`config.mk`:
```
export PLATFORM = sky130hd
export DESIGN_NAME = seg_scan_driver
export DESIGN_NICKNAME = d
export VERILOG_FILES = /design/src/rtl/seg_pkg.sv /design/src/rtl/seg_glyph.sv /design/src/rtl/seg_scan_driver.sv
export SDC_FILE = /design/constraint.sdc
export NUM_CORES = 1
export LEC_CHECK = 0
export ABC_CLOCK_PERIOD_IN_PS = 3800
export CELL_PAD_IN_SITES_DETAIL_PLACEMENT = 0
export CELL_PAD_IN_SITES_GLOBAL_PLACEMENT = 2
export CORE_UTILIZATION = 35
export DETAILED_ROUTE_END_ITERATION = 12
export PLACE_DENSITY_LB_ADDON = 0.25
export SLEW_MARGIN = 25
export SYNTH_ARGS = -nofsm -noshare
export SYNTH_HDL_FRONTEND = slang
export SYNTH_HIERARCHICAL = 1
export SYNTH_SLANG_ARGS = --single-unit
```
`constraint.sdc`:
```
create_clock -name clk -period 3.8 [get_ports clk]
set_clock_uncertainty 0.1 [all_clocks]
set_input_delay 0.57 -clock clk [delete_from_list [all_inputs] [get_ports clk]]
set_output_delay 0.57 -clock clk [all_outputs]
set_load 0.05 [all_outputs]
```
`src/rtl/seg_pkg.sv`:
```
// Shared constants for the multiplexed 7-segment scan driver.
// Glyphs are active-low {g,f,e,d,c,b,a}; codes are 5-bit display codes.
package seg_pkg;

    localparam int unsigned CODE_W  = 5;
    localparam int unsigned DIGITS  = 4;
    localparam int unsigned FRAME_W = CODE_W * DIGITS;
    localparam int unsigned SEG_W   = 7;

    typedef logic [DIGITS-1:0][CODE_W-1:0] frame_t;

    localparam logic [CODE_W-1:0] CODE_BLANK   = 5'd31;
    localparam logic [CODE_W-1:0] CODE_FIVE_DP = 5'd26;

    // Hex glyph table, entry 0 is the rightmost element.
    localparam logic [15:0][SEG_W-1:0] GLYPH_HEX = {
        7'h0E, 7'h06, 7'h21, 7'h46, 7'h03, 7'h08,
        7'h10, 7'h00, 7'h78, 7'h02, 7'h12, 7'h19,
        7'h30, 7'h24, 7'h79, 7'h40
    };

    localparam logic [SEG_W-1:0] GLYPH_DASH = 7'h3F;
    localparam logic [SEG_W-1:0] GLYPH_OFF  = 7'h7F;

endpackage

```
`src/rtl/seg_glyph.sv`:
```
// Combinational decode of a 5-bit display code to active-low {dp, seg[6:0]}.
module seg_glyph
    import seg_pkg::*;
(
    input  logic [CODE_W-1:0]  code,
    output logic [SEG_W:0]     glyph_c
);

    always_comb begin
        glyph_c = {1'b1, GLYPH_DASH};
        if (!code[CODE_W-1]) begin
            glyph_c = {1'b1, GLYPH_HEX[code[3:0]]};
        end else if (code == CODE_FIVE_DP) begin
            glyph_c = {1'b0, GLYPH_HEX[5]};
        end else if (code == CODE_BLANK) begin
            glyph_c = {1'b1, GLYPH_OFF};
        end
    end

endmodule

```
`src/rtl/seg_scan_driver.sv`:
```
// Four-digit common-anode scan driver: per-frame snapshot of the code word,
// programmable dwell, and blanked dead time at the start of every dwell.
module seg_scan_driver
    import seg_pkg::*;
#(
    parameter int unsigned SCAN_DIV = 50000,
    parameter int unsigned DEAD     = 2000
) (
    input  logic               clk,
    input  logic               rst_n,
    input  logic [FRAME_W-1:0] din,
    output logic [DIGITS-1:0]  an,
    output logic [SEG_W-1:0]   seg,
    output logic               dp,
    output logic               frame_tick
);

    localparam int unsigned CNT_W = $clog2(SCAN_DIV);

    logic [CNT_W-1:0]  cnt;
    logic [1:0]        digit;
    frame_t            frame;
    logic [CODE_W-1:0] code_c;
    logic [SEG_W:0]    glyph_c;
    logic              frame_start_c;
    logic              dwell_end_c;

    assign code_c        = frame[digit];
    assign frame_start_c = (cnt == '0) && (digit == 2'd0);
    assign dwell_end_c   = (cnt == CNT_W'(SCAN_DIV - 1));

    seg_glyph u_glyph (
        .code    (code_c),
        .glyph_c (glyph_c)
    );

    // Prescaler, digit pointer and once-per-frame snapshot.
    always_ff @(posedge clk or negedge rst_n) begin
        if (!rst_n) begin
            cnt        <= '0;
            digit      <= 2'd0;
            frame      <= '1;
            frame_tick <= 1'b0;
        end else begin
            if (dwell_end_c) begin
                cnt   <= '0;
                digit <= digit + 2'd1;
            end else begin
                cnt <= cnt + CNT_W'(1);
            end
            if (frame_start_c) begin
                frame <= frame_t'(din);
            end
            frame_tick <= frame_start_c;
        end
    end

    // Output registers; anodes stay off during the dead window to stop ghosting.
    always_ff @(posedge clk or negedge rst_n) begin
        if (!rst_n) begin
            an  <= 4'hF;
            seg <= GLYPH_OFF;
            dp  <= 1'b1;
        end else begin
            an        <= (cnt < CNT_W'(DEAD)) ? 4'hF : ~(4'b0001 << digit);
            {dp, seg} <= glyph_c;
        end
    end

endmodule
```
==> impl_summary.log, run 1 <==
[metrics] most frequent cells in the layout: clkdlybuf4s50_1 (33), dfstp_2 (32), mux2_2 (21)
[metrics] unrepaired setup endpoints after global routing: false
[metrics] final hold viol count: 0
[metrics] area overhead of the layout relative to synthesis: 22.41%
[metrics] area of the core: 0.006907 sq mm
[metrics] kind of launch point of the worst setup path: register
[metrics] n_diodes: 0
[metrics] flops & latches, synth: 51
[metrics] Worst Max-Slew Pin Slew: 0.7458 ns
[metrics] most used routing layer: met2
[metrics] FP Rows: 30
[metrics] CTS hold repair buffers: 0
[metrics] clock transition at the registers of the reported paths: 0.09 ns
[metrics] wire length per cell after detailed routing: 13.87 um
[metrics] vias per std cell: 4.830
[metrics] total die area: 0.007620 sq mm
[metrics] H-tree depth: 2
[metrics] CP max FO: 8
[metrics] met3 layer usage reported by global route: 0.03602
[metrics] Setup Total Neg Slack: 0 ns
[metrics] number of buffers between clock root and the deepest sink: 2
[metrics] Final HPWL DP: 3516 um
[metrics] worst voltage drop across the vdd grid: 0.0001562 V
[metrics] power density relative to cell area: 359.3 mW/mm^2
[metrics] number of vias in the routed layout: 1652
[metrics] number of antenna violations at the first check in global routing: 0
[metrics] remaining antenna violation count after routing: 0
[metrics] final-stage net count: 280
[metrics] cell count after synthesis: 207
[metrics] Pleak: 0.001251 uW
[metrics] crit path kind: register to register
[metrics] GPL Wtd Cong: 0.7559
[metrics] combined global-route utilization of all metal layers: 0.1413
[metrics] Synth Warn #: 6
[metrics] Post-Synthesis Net Count: 242
[metrics] chip height: 87.29 um
[metrics] largest net degree at the start of global routing: 35
[metrics] number of buffers inserted to repair setup after CTS: 0
[metrics] number of buffer cells added on primary ports: 34
[metrics] final core utilization: 0.4513
[metrics] number of unique standard cell types used by synthesis: 40
[metrics] arrival time reported for the critical path endpoint: 2.48 ns
[metrics] Mapped Area: 0.002546 sq mm
[metrics] CTS tree: done
[metrics] Clock Latency Late Sink: 0.30 ns
[metrics] final period demand of the worst path: 2.339 ns
[metrics] clock root cell: clkbuf_8
[metrics] maximum clock frequency: 427.5 MHz
[metrics] die width: 87.29 um
[metrics] run status: completed
[metrics] commonest non-fill, non-tap cell in the layout: clkdlybuf4s50_1
[metrics] area share of the leading cell type in the synthesized netlist: 0.3302
[metrics] max-slew violation total from the final report: 0
[metrics] clock buffer count from CTS: 5
[metrics] endpoint kind of the worst setup timing path: register
[metrics] global-route met2 utilization: 0.2131
[metrics] Post-Synthesis Mean Instance Area: 12.30 sq um
[metrics] DR pass1 iterations: 4
[metrics] cell accounting for the most synthesized area: dfstp_2
[metrics] number of global-route vias before repair: 1648
[metrics] total global routing overflow: 0
[metrics] I/O pin cnt: 35
[metrics] worst relative slew slack: 0.5028
[metrics] share of synthesized area occupied by flip-flops and latches: 0.5170
[metrics] Final setup viols: 0
[metrics] class of the tightest hold or removal check: primary input to async pin
[metrics] maxcap violations: 0
[metrics] first-iteration detailed-routing DRC count: 60
[metrics] detailed-route DRC error count: 0
[metrics] global routing met1 resource utilization: 0.1987
[metrics] number of gates resized after CTS: 0
[metrics] fraction of layout instances using a drive strength above 1: 0.3008
[metrics] Routed Wire Length: 4744 um
[metrics] number of clock sinks: 51
[metrics] crit share post-route: 0.6156
[metrics] cell types occupying the most area after synthesis: dfstp_2 (33%), dfrtp_1 (19%), mux2_2 (9.3%)
[metrics] critical path data required time: 3.94 ns
[metrics] Starting Density: 0.3687
[metrics] wire length of the first global-routing pass: 8162 um
==> stage by stage <==
stage	hold slack (ns)	power [uW]	worst slack (ns)	cells	area (sq um)
6_report	0.2355	1120	1.461	342	3117
5_1_grt	0.2804	1172	1.348	342	3117
4_1_cts	0.2397	1139	1.444	342	3117
3_5_place_dp	0.4039	711.8	1.453	334	2985
3_3_place_gp	0.4029	712.8	1.507	334	2985
2_1_floorplan	0.1744	657.1	1.466	207	2546
==> critical path, cell delays in order (launching register included) <==
cell and delay (ns):
dfrtp_1 0.61, mux4_2 0.65, ha_1 0.27, or4_1 0.52, o211a_1 0.14
==> final timing paths <==
kind | to | cells after the start | slack (ns) | from
min in group clk | cnt[0]$_DFF_PN0_ | 1 | 0.42 | cnt[0]$_DFF_PN0_
max | seg[0]$_DFF_PN1_ | 4 | 1.46 | digit[0]$_DFFE_PN0N_
min | cnt[2]$_DFF_PN0_ | 1 | 0.24 | rst_n
min reg2reg | cnt[0]$_DFF_PN0_ | 1 | 0.42 | cnt[0]$_DFF_PN0_
max reg2reg | seg[0]$_DFF_PN1_ | 4 | 1.46 | digit[0]$_DFFE_PN0N_
max in group asynchronous | seg[5]$_DFF_PN1_ | 2 | 2.60 | rst_n
==> metal layers <==
metal  part of all wire  wire length (um)
met3              0.035               165
met4              0.012                58
met2               0.45              2136
met1               0.50              2384
met5                  0                 0
==> registers in the layout, indices dropped and copies added (netlist names) <==
register / flops
cnt: 16
seg: 7
frame_tick: 1
frame: 20
dp: 1
an: 4
digit: 2
==> Yosys cell counts <==
library cell	count
mux2i_1	1
ha_1	13
and4b_1	1
mux2_2	21
xnor2_1	10
a211oi_1	1
nor4_1	5
dfstp_2	32
or4_1	1
clkbuf_1	1
a221o_1	1
o41ai_1	1
nor2b_1	3
o311ai_1	1
nand2b_1	5
dfrtp_1	19
inv_1	10
a31oi_1	1
nand3_1	8
nand2_1	14
mux2_1	1
buf_6	2
a2bb2oi_1	1
o211a_1	1
buf_2	4
a211o_1	1
nor4_4	1
a21boi_1	1
and3_1	1
nor2b_4	1
o31ai_1	1
xor2_1	6
nor3_1	6
nand4_1	4
o21ai_1	3
a21oi_1	1
nor2_1	16
a311o_1	1
or4_4	1
mux4_2	5
==> cell type report <==
type / instances / area, sq um
Fill cell: 669 / 3790
Sequential cell: 51 / 1316
Multi-Input combinational cell: 139 / 1146
Timing Repair Buffer: 38 / 365.4
Tap cell: 96 / 120.1
Clock buffer: 6 / 93.84
Clock inverter: 2 / 37.54
Inverter: 10 / 37.54
==> kinds of logic after synthesis <==
kind of cell / share of synthesized area
simple gates: 0.1410
mux: 0.1455
buf+inv: 0.03292
compound gates: 0.04472
flops: 0.5170
fa+ha+maj: 0.06388
xor+xnor: 0.05504
==> where the power goes <==
group          leakage, uW  internal [uW]  switching, uW
registers         0.000588            574           7.54
logic             0.000600           55.2           64.0
clock network    0.0000626            236            183
total              0.00125            865            255
No activity file was read; power rests on OpenSTA's default activity.
==> inputs of run 2 (changes only) <==
ABC_CLOCK_PERIOD_IN_PS = 2100   (was 3800)
CORE_UTILIZATION = 33   (was 35)
clock period = 2.1 ns   (was 3.8 ns; I/O delays follow)
==> run 2 against run 1 <==
Combinational power increased by 100%. Sequential cell count unchanged. Critical path type unchanged. Highest routed layer unchanged. First-iteration DRC count increased by 5.0%. Clock power increased by 47%. Fmax increased by 13%. Final cell count increased by 5.6%. Critical endpoint unchanged. Largest power group unchanged. Global-route usage decreased by 0.90 points. Die area increased by 5.9%. Worst setup slack got worse by 1.4 ns. Register-to-register slack got worse by 1.4 ns.
==> impl_summary.log, run 2 (synthesis results as in run 1) <==
[metrics] number of clock sinks: 51
[metrics] final period demand of the worst path: 2.078 ns
[metrics] post-detailed-placement cell area: 0.003107 sq mm
[metrics] clock transition at the registers of the reported paths: 0.10 ns
[metrics] DR pass1 iterations: 4
[metrics] final hold viol count: 0
[metrics] class of the tightest hold or removal check: primary input to async pin
[metrics] I/O pin cnt: 35
[metrics] Worst Max-Slew Pin Slew: 0.5107 ns
[metrics] total die area: 0.008071 sq mm
[metrics] combined global-route utilization of all metal layers: 0.1323
[metrics] area of the core: 0.007370 sq mm
[metrics] Clock Latency Late Sink: 0.31 ns
[metrics] unrepaired setup endpoints after global routing: true
[metrics] wire length per cell after detailed routing: 13.72 um
[metrics] max-slew violation total from the final report: 0
[metrics] Regs by FF count: frame (20), cnt (16), seg (7)
[metrics] maxcap violations: 0
[metrics] vias per std cell: 4.731
[metrics] number of antenna violations at the first check in global routing: 0
[metrics] final-stage net count: 296
[metrics] crit share post-route: 0.9896
[metrics] FILL cells: 704
[metrics] CP Cell Sequence: mux4_2, ha_4, or4_4, o211a_1
[metrics] cell area after layout: 0.003266 sq mm
[metrics] FP Rows: 31
[metrics] remaining antenna violation count after routing: 0
[metrics] Pleak: 0.001339 uW
[metrics] most frequent cells in the layout: dfstp_2 (32), clkdlybuf4s50_1 (32), mux2_2 (21)
[metrics] die width: 89.84 um
[metrics] arrival time reported for the critical path endpoint: 2.23 ns
[metrics] wire length of the first global-routing pass: 8480 um
[metrics] fraction of layout instances using a drive strength above 1: 0.3626
[metrics] power density relative to cell area: 584.2 mW/mm^2
[metrics] number of buffers between clock root and the deepest sink: 2
[metrics] GPL Wtd Cong: 0.7750
[metrics] Final setup viols: 0
[metrics] CP max FO: 6
[metrics] clock buffer count from CTS: 5
[metrics] Fin Hold WS: 0.4133 ns
[metrics] Top reg by flops: frame
[metrics] Largest stage delay, worst path: 0.64 ns
[metrics] H-tree depth: 2
[metrics] CTS tree: done
[metrics] cell with the biggest individual delay on the critical path: mux4_2
[metrics] chip height: 89.84 um
[metrics] Starting Density: 0.3455
[metrics] Routed Wire Length: 4954 um
[metrics] total global routing overflow: 0
[metrics] max FFs per register: 20
[metrics] n_diodes: 0
[metrics] largest net degree at the start of global routing: 52
[metrics] worst voltage drop across the vdd grid: 0.0002942 V
[metrics] kind of launch point of the worst setup path: register
[metrics] clock root cell: clkbuf_8
[metrics] crit path kind: register to register
[metrics] Final HPWL DP: 3485 um
[metrics] final core utilization: 0.4431
[metrics] endpoint kind of the worst setup timing path: register
[metrics] number of buffer cells added on primary ports: 34
[metrics] number of global-route vias before repair: 1717
[metrics] area overhead of the layout relative to synthesis: 28.26%
[metrics] run status: completed
[metrics] maximum clock frequency: 481.2 MHz
[metrics] first-iteration detailed-routing DRC count: 63
[metrics] worst relative slew slack: 0.6585
[metrics] number of vias in the routed layout: 1708
[metrics] critical path data required time: 2.25 ns
[metrics] detailed-route DRC error count: 0
==> run 2: changes by cell type in the layout (fill, tap and decap cells not counted), moves of 2 or more <==
| cell | delta |
|---|---|
| ha_1 | -2 |
| clkinv_4 | +2 |
| buf_4 | +12 |
| buf_12 | +2 |
==> run 2: where the power goes <==
| part | total (uW) | leakage (uW) | internal [uW] | switching (uW) |
|---|---|---|---|---|
| Clock | 617 | 0.0000502 | 248 | 369 |
| Sequential | 1050 | 0.000586 | 1040 | 13.1 |
| Combinational | 239 | 0.000703 | 116 | 123 |
==> run 2: repair_timing <==
action	in CTS	in global routing
endpoints found under the setup margin	5	7
hold buffers	1	0
gates resized for setup	2	6
buffers inserted	0	3
pin swaps	0	4
endpoints found under the hold margin	19	0
==> run 2: final cells by class <==
class | instances | area [sq um] | area share
repair buffers | 54 | 519.2 | 0.1590
flip-flops and latches | 51 | 1318 | 0.4034
clock inverters | 3 | 28.78 | 0.008812
inverters | 10 | 37.54 | 0.01149
multi-input cells | 139 | 1170 | 0.3582
well taps | 99 | 123.9 | 0.03793
clock buffers | 5 | 68.82 | 0.02107
==> run 2: final timing paths <==
check	slack, ns	to	start	cells after the start
setup reg to reg	0.02	seg[0]$_DFF_PN1_	digit[0]$_DFFE_PN0N_	4
min in group clk	0.42	cnt[0]$_DFF_PN0_	cnt[0]$_DFF_PN0_	1
max in group asynchronous	1.19	frame[19]$_DFFE_PN1P_	rst_n	3
setup / recovery	0.02	seg[0]$_DFF_PN1_	digit[0]$_DFFE_PN0N_	4
hold / removal	0.41	cnt[3]$_DFF_PN0_	rst_n	3
hold reg to reg	0.42	cnt[0]$_DFF_PN0_	cnt[0]$_DFF_PN0_	1
==> run 2: metrics by stage <==
step | setup slack (ns) | instances | power, uW | TNS [ns]
finish | 0.02186 | 361 | 1908 | 0
global route | -0.06508 | 361 | 2001 | -0.1237
CTS | 0.02209 | 358 | 1938 | 0
detailed placement | -0.06783 | 349 | 1301 | -0.1122
global placement | -0.01047 | 349 | 1302 | -0.01047
floorplan | 0.001573 | 207 | 1189 | 0
==> run 2: critical path, delay by kind of cell, from the launching register on <==
family,cells,cell delay (ns)
compound gates,1,0.14
fa+ha+maj,1,0.22
flops,1,0.43
mux,1,0.64
simple gates,1,0.49
==> run 2: metal layers <==
metal	up-vias	GRT usage	part of all wire
met2	31	0.1878	0.43
li1	833	-	-
met3	8	0.02538	0.023
met4	0	0.05055	0.019
met5	-	0	0
met1	836	0.1977	0.53
==> inputs of run 3 (changes only) <==
ABC_CLOCK_PERIOD_IN_PS = 2200   (was 2100)
CORE_MARGIN = 5   (was default)
CORE_UTILIZATION = 35   (was 33)
clock period = 2.2 ns   (was 2.1 ns; I/O delays follow)
==> run 3 against run 2 <==
Combinational power is 10% lower. Sequential share of layout area is 1.1 points higher. Design area is 2.6% lower. Sequential power is 5% lower. Power is 6.2% lower. Core utilization hardly changed. Largest power group unchanged.
==> impl_summary.log, run 3 (synthesis results as in run 1) <==
[metrics] run status: completed
[metrics] chip height: 95.29 um
[metrics] vias per std cell: 4.650
[metrics] arrival time reported for the critical path endpoint: 2.24 ns
[metrics] die width: 95.29 um
[metrics] Critical Path Source: digit[0]$_DFFE_PN0N_
[metrics] CP max FO: 7
[metrics] clock transition at the registers of the reported paths: 0.10 ns
[metrics] Worst Max-Slew Pin Slew: 0.6303 ns
[metrics] clock root cell: clkbuf_8
[metrics] fraction of layout instances using a drive strength above 1: 0.3255
[metrics] wire length of the first global-routing pass: 8321 um
[metrics] detailed-route DRC error count: 0
[metrics] instance count along the most critical hold path: 1
[metrics] maxcap violations: 0
[metrics] CTS tree: done
[metrics] number of buffer cells added on primary ports: 34
[metrics] power density relative to cell area: 562.7 mW/mm^2
[metrics] Final HPWL DP: 3574 um
[metrics] I/O pin cnt: 35
[metrics] total global routing overflow: 0
[metrics] unrepaired setup endpoints after global routing: false
[metrics] clock buffer count from CTS: 5
[metrics] number of clock sinks: 51
[metrics] remaining antenna violation count after routing: 0
[metrics] final period demand of the worst path: 2.091 ns
[metrics] endpoint kind of the worst setup timing path: register
[metrics] number of global-route vias before repair: 1731
[metrics] final-stage net count: 289
[metrics] Setup Total Neg Slack: 0 ns
[metrics] worst slack at placement: 0.08596 ns
[metrics] Clock Latency Late Sink: 0.30 ns
[metrics] crit path kind: register to register
[metrics] Pleak: 0.001287 uW
[metrics] max-slew violation total from the final report: 0
[metrics] area overhead of the layout relative to synthesis: 24.91%
[metrics] Top reg by flops: frame
[metrics] GPL Wtd Cong: 0.7448
[metrics] Regs by FF count: frame (20), cnt (16), seg (7)
[metrics] worst relative slew slack: 0.5798
[metrics] number of antenna violations at the first check in global routing: 0
[metrics] Final Worst Setup Slack: 0.1092 ns
[metrics] number of buffers between clock root and the deepest sink: 2
[metrics] area of the core: 0.007176 sq mm
[metrics] combined global-route utilization of all metal layers: 0.1179
[metrics] number of buffers inserted to repair setup after CTS: 0
[metrics] DR pass1 iterations: 4
[metrics] number of vias in the routed layout: 1646
[metrics] H-tree depth: 2
[metrics] total die area: 0.009080 sq mm
[metrics] first-iteration detailed-routing DRC count: 43
[metrics] cell depth of the worst flop-to-flop path: 4
[metrics] max FFs per register: 20
[metrics] Routed Wire Length: 4844 um
[metrics] maximum clock frequency: 478.3 MHz
[metrics] worst hold path startpoint: cnt[0]$_DFF_PN0_
[metrics] commonest non-fill, non-tap cell in the layout: clkdlybuf4s50_1
[metrics] largest net degree at the start of global routing: 28
[metrics] crit share post-route: 0.9504
[metrics] critical path data required time: 2.35 ns
[metrics] RR Startpoint: digit[0]$_DFFE_PN0N_
[metrics] FP Rows: 31
[metrics] most frequent cells in the layout: clkdlybuf4s50_1 (33), dfstp_2 (32), mux2_2 (21)
[metrics] n_diodes: 0
[metrics] final hold viol count: 0
[metrics] Starting Density: 0.3548
[metrics] kind of launch point of the worst setup path: register
[metrics] wire length per cell after detailed routing: 13.68 um
[metrics] worst voltage drop across the vdd grid: 0.0002291 V
[metrics] Final setup viols: 0
[metrics] class of the tightest hold or removal check: register to register
## run 3: power breakdown
group | switching, uW | leakage, uW | internal (uW)
Combinational | 112 | 0.000652 | 102
Clock | 336 | 0.0000491 | 235
Sequential | 13.0 | 0.000586 | 991
## run 3: per-stage QoR
| step | total power [uW] | util | instance area, sq um | hold WS, ns | std cells |
|---|---|---|---|---|---|
| 4_1_cts | 1821 | 0.4431 | 3179 | 0.4234 | 354 |
| 6_report | 1790 | 0.4432 | 3181 | 0.4183 | 354 |
| 2_1_floorplan | 1135 | - | 2547 | -0.06559 | 207 |
| 3_5_place_dp | 1237 | 0.4284 | 3074 | 0.2826 | 345 |
| 5_1_grt | 1874 | 0.4432 | 3181 | 0.4471 | 354 |
| 3_3_place_gp | 1238 | 0.4284 | 3074 | 0.2789 | 345 |
## run 3: cell type report
| class | instances | area, sq um |
|---|---|---|
| repair buffers | 47 | 460.4 |
| well taps | 99 | 123.9 |
| fillers | 690 | 3995 |
| clock inverters | 3 | 26.28 |
| multi-input cells | 139 | 1146 |
| flip-flops and latches | 51 | 1318 |
| clock buffers | 5 | 68.82 |
| inverters | 10 | 37.54 |
## run 3: critical path: stages, from the launching register on
cell and delay [ns]:
dfrtp_2 0.42, mux4_2 0.59, ha_1 0.26, or4_1 0.52, o211a_1 0.14
## run 3: worst paths after layout
kind,slack (ns),endpoint
setup / recovery,0.11,seg[0]$_DFF_PN1_
hold / removal,0.42,cnt[0]$_DFF_PN0_
setup reg to reg,0.11,seg[0]$_DFF_PN1_
hold reg to reg,0.42,cnt[0]$_DFF_PN0_
max in group asynchronous,0.89,an[1]$_DFF_PN1_
min in group asynchronous,0.47,cnt[3]$_DFF_PN0_
## run 3: what timing repair did
action                                  CTS  global route
endpoints found under the hold margin     6             0
endpoints found under the setup margin    0             1
resized for setup                         0             1
hold buffers                              1             0
## run 3: layer usage
layer | track usage | up-vias | routed length [um]
met5 | 0 | - | 0
met4 | 0.03966 | 0 | 66
met3 | 0.02841 | 4 | 170
met2 | 0.1790 | 24 | 2218
met1 | 0.1646 | 802 | 2389
li1 | - | 816 | -
